$ cat src/rtl/store_buffer.sv
// store_buffer: circular FIFO of pending CPU stores placed in front of a
// single-port RAM. Stores are drained to the RAM in free cycles. Loads that
// overlap a buffered store stall the CPU until that store has been written.
module store_buffer #(
    parameter int DEPTH   = 4,
    parameter int A_WIDTH = 32
) (
    input  logic                     clk,
    input  logic                     rst_n,
    input  logic                     cpu_we,
    input  logic                     cpu_re,
    input  logic                     cpu_fence,
    input  logic [A_WIDTH-1:0]       cpu_addr,
    input  logic [2:0]               cpu_bytes,
    input  logic [31:0]              cpu_wd,
    output logic [31:0]              cpu_rdata,
    output logic                     cpu_stall,
    output logic [A_WIDTH-1:0]       ram_address,
    output logic [2:0]               ram_bytes,
    output logic                     ram_we,
    output logic [31:0]              ram_wd,
    input  logic [31:0]              ram_dout,
    output logic [$clog2(DEPTH):0]   count,
    output logic                     empty
);
    localparam int PW = $clog2(DEPTH);
    localparam int CW = PW + 1;
    localparam int SW = A_WIDTH + 1;
    localparam logic [CW-1:0] FULL_CNT = CW'(DEPTH);

    // Entry payload (not reset: only meaningful while the valid bit is set)
    logic [A_WIDTH-1:0] addr_q  [DEPTH];
    logic [2:0]         bytes_q [DEPTH];
    logic [31:0]        wd_q    [DEPTH];

    // Control state
    logic [DEPTH-1:0]   valid_q, valid_d;
    logic [PW-1:0]      head_q, head_d;
    logic [PW-1:0]      tail_q, tail_d;
    logic [CW-1:0]      count_q, count_d;

    logic st_legal, is_store, is_load, is_idle, full, hazard, stall, drain, enq;

    // Access size in bytes from the low two bits of the width code.
    function automatic logic [SW-1:0] span_size(input logic [1:0] code);
        case (code)
            2'b00:   span_size = SW'(1);
            2'b01:   span_size = SW'(2);
            default: span_size = SW'(4);
        endcase
    endfunction

    // Half-open interval test; one extra bit keeps the end address from wrapping.
    function automatic logic spans_overlap(input logic [A_WIDTH-1:0] a, input logic [1:0] a_code,
                                           input logic [A_WIDTH-1:0] b, input logic [1:0] b_code);
        logic [SW-1:0] a_lo, a_end, b_lo, b_end;
        a_lo  = {1'b0, a};
        b_lo  = {1'b0, b};
        a_end = a_lo + span_size(a_code);
        b_end = b_lo + span_size(b_code);
        spans_overlap = (a_lo < b_end) && (b_lo < a_end);
    endfunction

    // Classify the CPU request and decide stall, drain and enqueue.
    always_comb begin
        st_legal = (cpu_bytes == 3'b000) || (cpu_bytes == 3'b001) || (cpu_bytes == 3'b010);
        is_store = cpu_we && st_legal;
        is_load  = cpu_re && !cpu_we;
        is_idle  = !cpu_we && !cpu_re && !cpu_fence;
        full     = (count_q == FULL_CNT);
        hazard   = 1'b0;
        if (is_load) begin
            for (int i = 0; i < DEPTH; i++) begin
                if (valid_q[i] && spans_overlap(cpu_addr, cpu_bytes[1:0], addr_q[i], bytes_q[i][1:0]))
                    hazard = 1'b1;
            end
        end
        stall = (is_store && full) || hazard || (cpu_fence && (count_q != '0));
        drain = (count_q != '0) && (is_idle || stall);
        // A stalled store is retried by the CPU, so it never enqueues; this
        // also keeps enqueue and pop from ever touching the same slot.
        enq   = is_store && !stall;
    end

    // Next-state for pointers, valid bits and occupancy.
    always_comb begin
        valid_d = valid_q;
        head_d  = head_q;
        tail_d  = tail_q;
        count_d = count_q;
        if (enq) begin
            valid_d[tail_q] = 1'b1;
            tail_d          = tail_q + 1'b1;
        end
        if (drain) begin
            valid_d[head_q] = 1'b0;
            head_d          = head_q + 1'b1;
        end
        case ({enq, drain})
            2'b10:   count_d = count_q + 1'b1;
            2'b01:   count_d = count_q - 1'b1;
            default: count_d = count_q;
        endcase
    end

    // Control registers with asynchronous clear.
    always_ff @(posedge clk or negedge rst_n) begin
        if (!rst_n) begin
            valid_q <= '0;
            head_q  <= '0;
            tail_q  <= '0;
            count_q <= '0;
        end else begin
            valid_q <= valid_d;
            head_q  <= head_d;
            tail_q  <= tail_d;
            count_q <= count_d;
        end
    end

    // Capture store payload into the tail slot.
    always_ff @(posedge clk) begin
        if (enq) begin
            addr_q[tail_q]  <= cpu_addr;
            bytes_q[tail_q] <= cpu_bytes;
            wd_q[tail_q]    <= cpu_wd;
        end
    end

    // RAM port mux and CPU-facing outputs.
    always_comb begin
        ram_we = drain;
        if (drain) begin
            ram_address = addr_q[head_q];
            ram_bytes   = bytes_q[head_q];
            ram_wd      = wd_q[head_q];
        end else begin
            ram_address = cpu_addr;
            ram_bytes   = cpu_bytes;
            ram_wd      = cpu_wd;
        end
        cpu_stall = stall;
        cpu_rdata = (is_load && !stall) ? ram_dout : 32'h0;
        count     = count_q;
        empty     = (count_q == '0);
    end

endmodule

$ cat config.mk
export PLATFORM = sky130hd
export DESIGN_NAME = store_buffer
export DESIGN_NICKNAME = d
export VERILOG_FILES = /design/src/rtl/store_buffer.sv
export SDC_FILE = /design/constraint.sdc
export NUM_CORES = 1
export LEC_CHECK = 0
export ABC_AREA = 1
export CORE_MARGIN = 2
export CORE_UTILIZATION = 53
export CTS_BUF_LIST = sky130_fd_sc_hd__clkbuf_16
export CTS_CLUSTER_SIZE = 28
export DETAILED_ROUTE_END_ITERATION = 10
export MAX_ROUTING_LAYER = met4
export PLACE_DENSITY_LB_ADDON = 0.05
export SYNTH_ARGS = -nofsm -noshare
export SYNTH_HDL_FRONTEND = slang
export SYNTH_SLANG_ARGS = --single-unit
$ cat constraint.sdc
create_clock -name clk -period 6.45 [get_ports clk]
set_input_delay 1.29 -clock clk [delete_from_list [all_inputs] [get_ports clk]]
set_output_delay 1.29 -clock clk [all_outputs]
set_load 0.05 [all_outputs]
# Word level (Yosys, flattened, before mapping)
# Memory sizes are Yosys's and may differ from the RTL's.
# Cells that the tools add are included.
# totals
wordCells	106
ram_bits	268
reg_bits	11
output_inout_bits	105
memories	3
input_bits	104
# memory_table
name	words	word_bits	rd	rd_clocked_by_memory_dff	write_ports	line	source
addr_q	4	32	5	0	1	32	logic [A_WIDTH-1:0] addr_q [DEPTH];
wd_q	4	32	1	0	1	34	logic [31:0] wd_q [DEPTH];
bytes_q	4	3	5	0	1	33	logic [2:0] bytes_q [DEPTH];
# op_classes
muxes	28
n_addsub	9
n_lt_le_gt_ge	12
bitwise	3
n_reduce_logical	37
eq_ne	10
# ops
op	count
32-bit by 33-bit < comparator with 1-bit output	8
32-bit by 33-bit adder with 33-bit output	5
33-bit 2-to-1 mux	5
32-bit 2-to-1 mux	3
3-bit case mux with 2 select lines	6
1-bit logical AND	19
2-bit by 1-bit equality test with 1-bit output (second input constant)	6
2-bit zero test	5
1-bit 2-to-1 mux	9
4-bit 2-to-1 mux	2
3-bit zero test	2
2-bit by 3-bit < comparator with 1-bit output (second input constant)	2
1-bit logical OR	5
2-bit by 1-bit adder with 2-bit output (second input constant)	2
4-bit AND	1
1-bit demux with 2-bit select	2
2-bit by 1-bit greater-or-equal comparator with 1-bit output (second input constant)	2
1-bit zero test	4
4-bit inverter	1
4-bit OR	1
3-bit by 1-bit adder with 3-bit output (second input constant)	1
3-bit by 1-bit equality test with 1-bit output (second input constant)	1
3-bit by 2-bit equality test with 1-bit output (second input constant)	1
3-bit equality test (second input constant)	1
other kinds (5)	5

# Logic depth before layout (Yosys ltp)
# An unclocked memory read counts as a cell.
# depth
ltp_word	20
mapped_depth	38
depth_no_buf	37

# Least setup slack after synthesis
# No wires, ideal clock.
# synth_path
path_kind	input to output
from	input cpu_bytes[0]
to	output cpu_rdata[10]
arrival_time_ps	5482
cell_stages	26
path_slack_ps	-322
required_ps	5160
cell_sequence	nor2_1 > ha_1 > inv_1 > fa_1 > inv_1 > nand3_1 > nand2_1 > nand2_1 > nor4_1 > nand2_1 > nor3_2 > nand3_1 > nor4_1 > xnor2_1 > ha_1 > nand2_1 > a21oi_1 > nor2_1 > nor2_1 > nor3_2 > nand3_1 > nand2_1 > o21ai_4 > nand3_1 > buf_2 > nor2_1
# synth_between
elab_chain_cells	17
# synth_rtl
element	line	source
start, declared	14	input logic [2:0] cpu_bytes,
2-bit by 1-bit equality test with 1-bit output or 2-bit zero test (tied branches)	46	case (code)
3-bit case mux with 2 select lines	46	
33-bit 2-to-1 mux	72	if (is_load) begin
32-bit by 33-bit adder with 33-bit output	59	a_end = a_lo + span_size(a_code);
32-bit by 33-bit < comparator with 1-bit output	61	spans_overlap = (a_lo < b_end) && (b_lo < a_end);
1-bit logical AND	61	
1-bit logical AND	74	if (valid_q[i] && spans_overlap(cpu_addr, cpu_bytes[1:0], addr_q[i], bytes_q[i][1:0]))
1-bit 2-to-1 mux (4 in a row)	74	
1-bit 2-to-1 mux	72	
1-bit logical OR (*) (2 in a row)	78	stall = (is_store && full) || hazard || (cpu_fence && (count_q != '0));
1-bit zero test (*)	143	cpu_rdata = (is_load && !stall) ? ram_dout : 32'h0;
1-bit logical AND (*)	143	
32-bit 2-to-1 mux (*)	143	
end, declared	16	output logic [31:0] cpu_rdata,
# Every way passes the cells marked *; elsewhere a longest branch is shown, timed or not. The select of a mux whose other input is x is not followed.

# Final worst setup path
# layout_path
from	input cpu_bytes[0]
to	output ram_wd[10]
# layout_between
elab_chain_cells	17
# layout_rtl
element	line	source
2-bit by 1-bit equality test with 1-bit output or 2-bit zero test (tied branches)	46	
3-bit case mux with 2 select lines	46	
33-bit 2-to-1 mux	72	
32-bit by 33-bit adder with 33-bit output	59	
32-bit by 33-bit < comparator with 1-bit output	61	
1-bit logical AND	61	
1-bit logical AND	74	
1-bit 2-to-1 mux (4 in a row)	74	
1-bit 2-to-1 mux	72	
1-bit logical OR (*) (2 in a row)	78	
1-bit logical OR (*)	79	drain = (count_q != '0) && (is_idle || stall);
1-bit logical AND (*)	79	
32-bit 2-to-1 mux (*)	133	if (drain) begin
end, declared	21	output logic [31:0] ram_wd,
# Marks and branches as above.

==> impl_results.md <==
* Status: complete, but fails checks
* Failing checks: negative setup slack
* Slowest CP cell: fa_2
* Share of cells above drive strength 1 at 21.3%
* Number of synthesized flops with an enable pin at 268
* First-pass GRT wire length at about 110 mm
* Drt first-iter violations at 1732
* Clock share of power at 17.7%
* Most frequent cells in the layout: nand2_1, nor2_1, edfxtp_1
* Routed wl met3 at 5.35 mm
* PD cells at 349 nW/um^2
* Placed inst area at around 26000 sq um
* WL met1 at roughly 29 mm
* RD Place Congestion at 0.954
* Fill cells at 2894
* Io pins at 209
* Global Route Usage Sum at a little over a third
* Pins over their slew limit at 0
* Dominant synthesized flop cell: edfxtp_1
* TritonCTS Buffers at 30
* Gate Count Post-Synth at 2538
* Async SR Flop Fraction at 3.94%
* Most frequent cell on the critical path: nand2_2
* Mapped Nets at 2920
* Share of total power in combinational logic at 60.1%
* Highest routed layer: met4
* CTS Hold Bufs at 0
* Tmin final at 7.16 ns
* Crit-path max FO at 5
* Starting Density at between 50% and 60%
* Post-synth cell types at between 40 and 50
* Fin crit share at 111%
* Design Area, Final at a little under 30000 sq um
* CTS tree: done
* Setup crit start kind: input port
* Crit path kind: in2out
* Top cell type by total area after synthesis: edfxtp_1
* Yosys reg bits at 279
* Area contributors post-synth: edfxtp_1, ha_1, nand2_1
* Synthesis-to-finish area growth at 37.3%
* Crit path DAT at around 6 ns
* Vias in the first global route at 19800
* Initial antenna violation count at 0
* Final setup viols at 101
* Commonest non-fill, non-tap cell in the layout: nand2_1
* Seq/Total Area, Yosys at 39.2%
* Die ar. at between 40000 and 50000 sq um
* Clk slew on worst S/H paths at 0.06 ns
* Storage cell area at 8330 sq um
* Synth top area share at around 38%
* Vias per cell at 5.74
* Netlist Area Pre-Place at roughly 21000 sq um
* Fmax at 140 MHz
* Worst min path class: reg2reg
* N_diodes at 0
* Pin count of the biggest net entering global routing at 106
* Multi-input gate area at 13100 sq um
* Power Internal at 5.70 mW
* CTS sink count at around 280
* Antenna-violating nets left at 0
* Die Height at 204 um
* Clk_skew at 0.0231 ns
* FP Rows at 73
* Vias after detailed routing at approximately 20000
* Critical path's top delay family: simple AND/OR/NAND/NOR gates
* Global route total overflow at 0
* Sw Share at about 44%
* Worst path required time at 5.16 ns
* Detailed Route WL at slightly above 70 mm
* Max cap viols at 0
* Pleak at 12.6 nW
* Switch Pwr at ~4.5 mW
* Worst path max stage delay at ~0.37 ns
* Number of port buffers at 208
* Clock Latency Late Sink at ~0.59 ns
* H-tree Lvls at 1
* Seq pwr share at between 20% and 30%
* Clk root buf: clkbuf_16
* Placement Setup Slack at -1.73 ns
* Mean post-synth cell area at 8.36 sq um
* Final Hold Viols at 0
* Yosys warns at 0
* Buf+Inv Stages, Crit Path at 10
* DR DRC count at 0
* Worst-margin pin slew at 1.12 ns
* Max Root-Sink Buffers at 3
* Final worst slack at -0.706 ns
* Final HPWL DP at 50.4 mm
* WL/cell at between 20 and 25 um
* RSZ-0062 raised after global routing: yes
* Core Box Area at a little under 40000 sq um
* VDD IR max at between 0.0004 and 0.0005 V
* Relative slew slack at 25.6%
* Fin nets at roughly 3300
* Met2 Wirelength at 34.9 mm
* CP endpoint kind: output port
* Drt pass-1 iters at 5
* Die W at 204 um
worst paths after layout:
| check | slack (ns) | cells past startpoint | to | startpoint |
|---|---|---|---|---|
| min in group asynchronous | 1.06 | 1 | count[2]$_DFFE_PN0P_ | rst_n |
| worst max register to register | 0.52 | 32 | count[1]$_DFFE_PN0P_ | bytes_q[2][1]$_DFFE_PP_ |
| worst min register to register | 0.52 | 1 | count[2]$_DFFE_PN0P_ | count[2]$_DFFE_PN0P_ |
| worst max-delay path | -0.71 | 35 | ram_wd[10] | cpu_bytes[0] |
| max in group asynchronous | 4.98 | 1 | head_q[0]$_DFFE_PN0N_ | rst_n |
| worst min-delay path | 0.52 | 1 | count[2]$_DFFE_PN0P_ | count[2]$_DFFE_PN0P_ |
synth_stat cells (10+ instances only):
cell and n:
nand2_1 571, nor2_1 325, ha_1 272, edfxtp_1 268, inv_1 219, o21ai_0 162, nand3_1 149, a21oi_1 129
xor2_1 96, o22ai_1 60, clkbuf_1 50, xnor2_1 44, nand4_1 35, nor3_1 35, a21o_1 13, buf_2 12
nor2_2 12, dfrtp_1 11, nor4_1 10
final cells by class:
class | count | share of cell area (%)
Clock buffer | 31 | 2.66
Clock inverter | 21 | 0.769
Inverter | 223 | 2.91
Multi-Input combinational cell | 1965 | 44.9
Sequential cell | 279 | 28.6
Tap cell | 525 | 2.25
Timing Repair Buffer | 412 | 17.9
power by group through the flow:
| stage | Clock [mW] | Sequential, mW | Combinational [mW] |
|---|---|---|---|
| 2_1_floorplan | 0 | 2.25 | 2.94 |
| 3_3_place_gp | 0 | 2.29 | 5.15 |
| 3_5_place_dp | 0 | 2.30 | 5.22 |
| 4_1_cts | 1.80 | 2.26 | 5.78 |
| 5_1_grt | 1.87 | 2.28 | 6.45 |
| 6_report | 1.80 | 2.27 | 6.11 |
sequential cells by signal, indices dropped and copies added (netlist names):
| name | flops |
|---|---|
| head_q | 2 |
| addr_q | 128 |
| bytes_q | 12 |
| tail_q | 2 |
| valid_q | 4 |
| wd_q | 128 |
| count | 3 |
cell families after synthesis:
group	share of synthesized area [%]
xor gates and xnor gates	5.78
AOI/OAI and AO/OA	9.81
adders and majority gates	16.6
buffers and inverters	5.57
DFF	39.2
and+or+nand+nor	23.0
routing by layer:
metal | GRT usage [%] | up-vias
met5 | - | -
met4 | 12.0 | 0
met3 | 4.42 | 165
met2 | 56.8 | 846
met1 | 44.8 | 9389
li1 | - | 9428
per-stage QoR:
step	power, mW	hold WS (ns)	utilization (%)	setup TNS, ns	std cells
after floorplan	5.19	0.498	-	-4.30	2538
after global placement	7.44	0.490	66.2	-309.71	3358
after detailed placement	7.52	0.502	66.2	-350.33	3358
after CTS	9.84	0.518	71.6	-79.25	3441
after global routing	10.6	0.540	73.5	-88.90	3456
final	10.2	0.520	73.5	-64.03	3456
what timing repair did:
action                                  in CTS  in global routing
pin swaps                                   29                 57
cloned                                      10                  6
buffers inserted                            22                 11
endpoints found under the setup margin     370                103
gates resized for setup                    166                130
No activity file was read; power rests on OpenSTA's default activity.
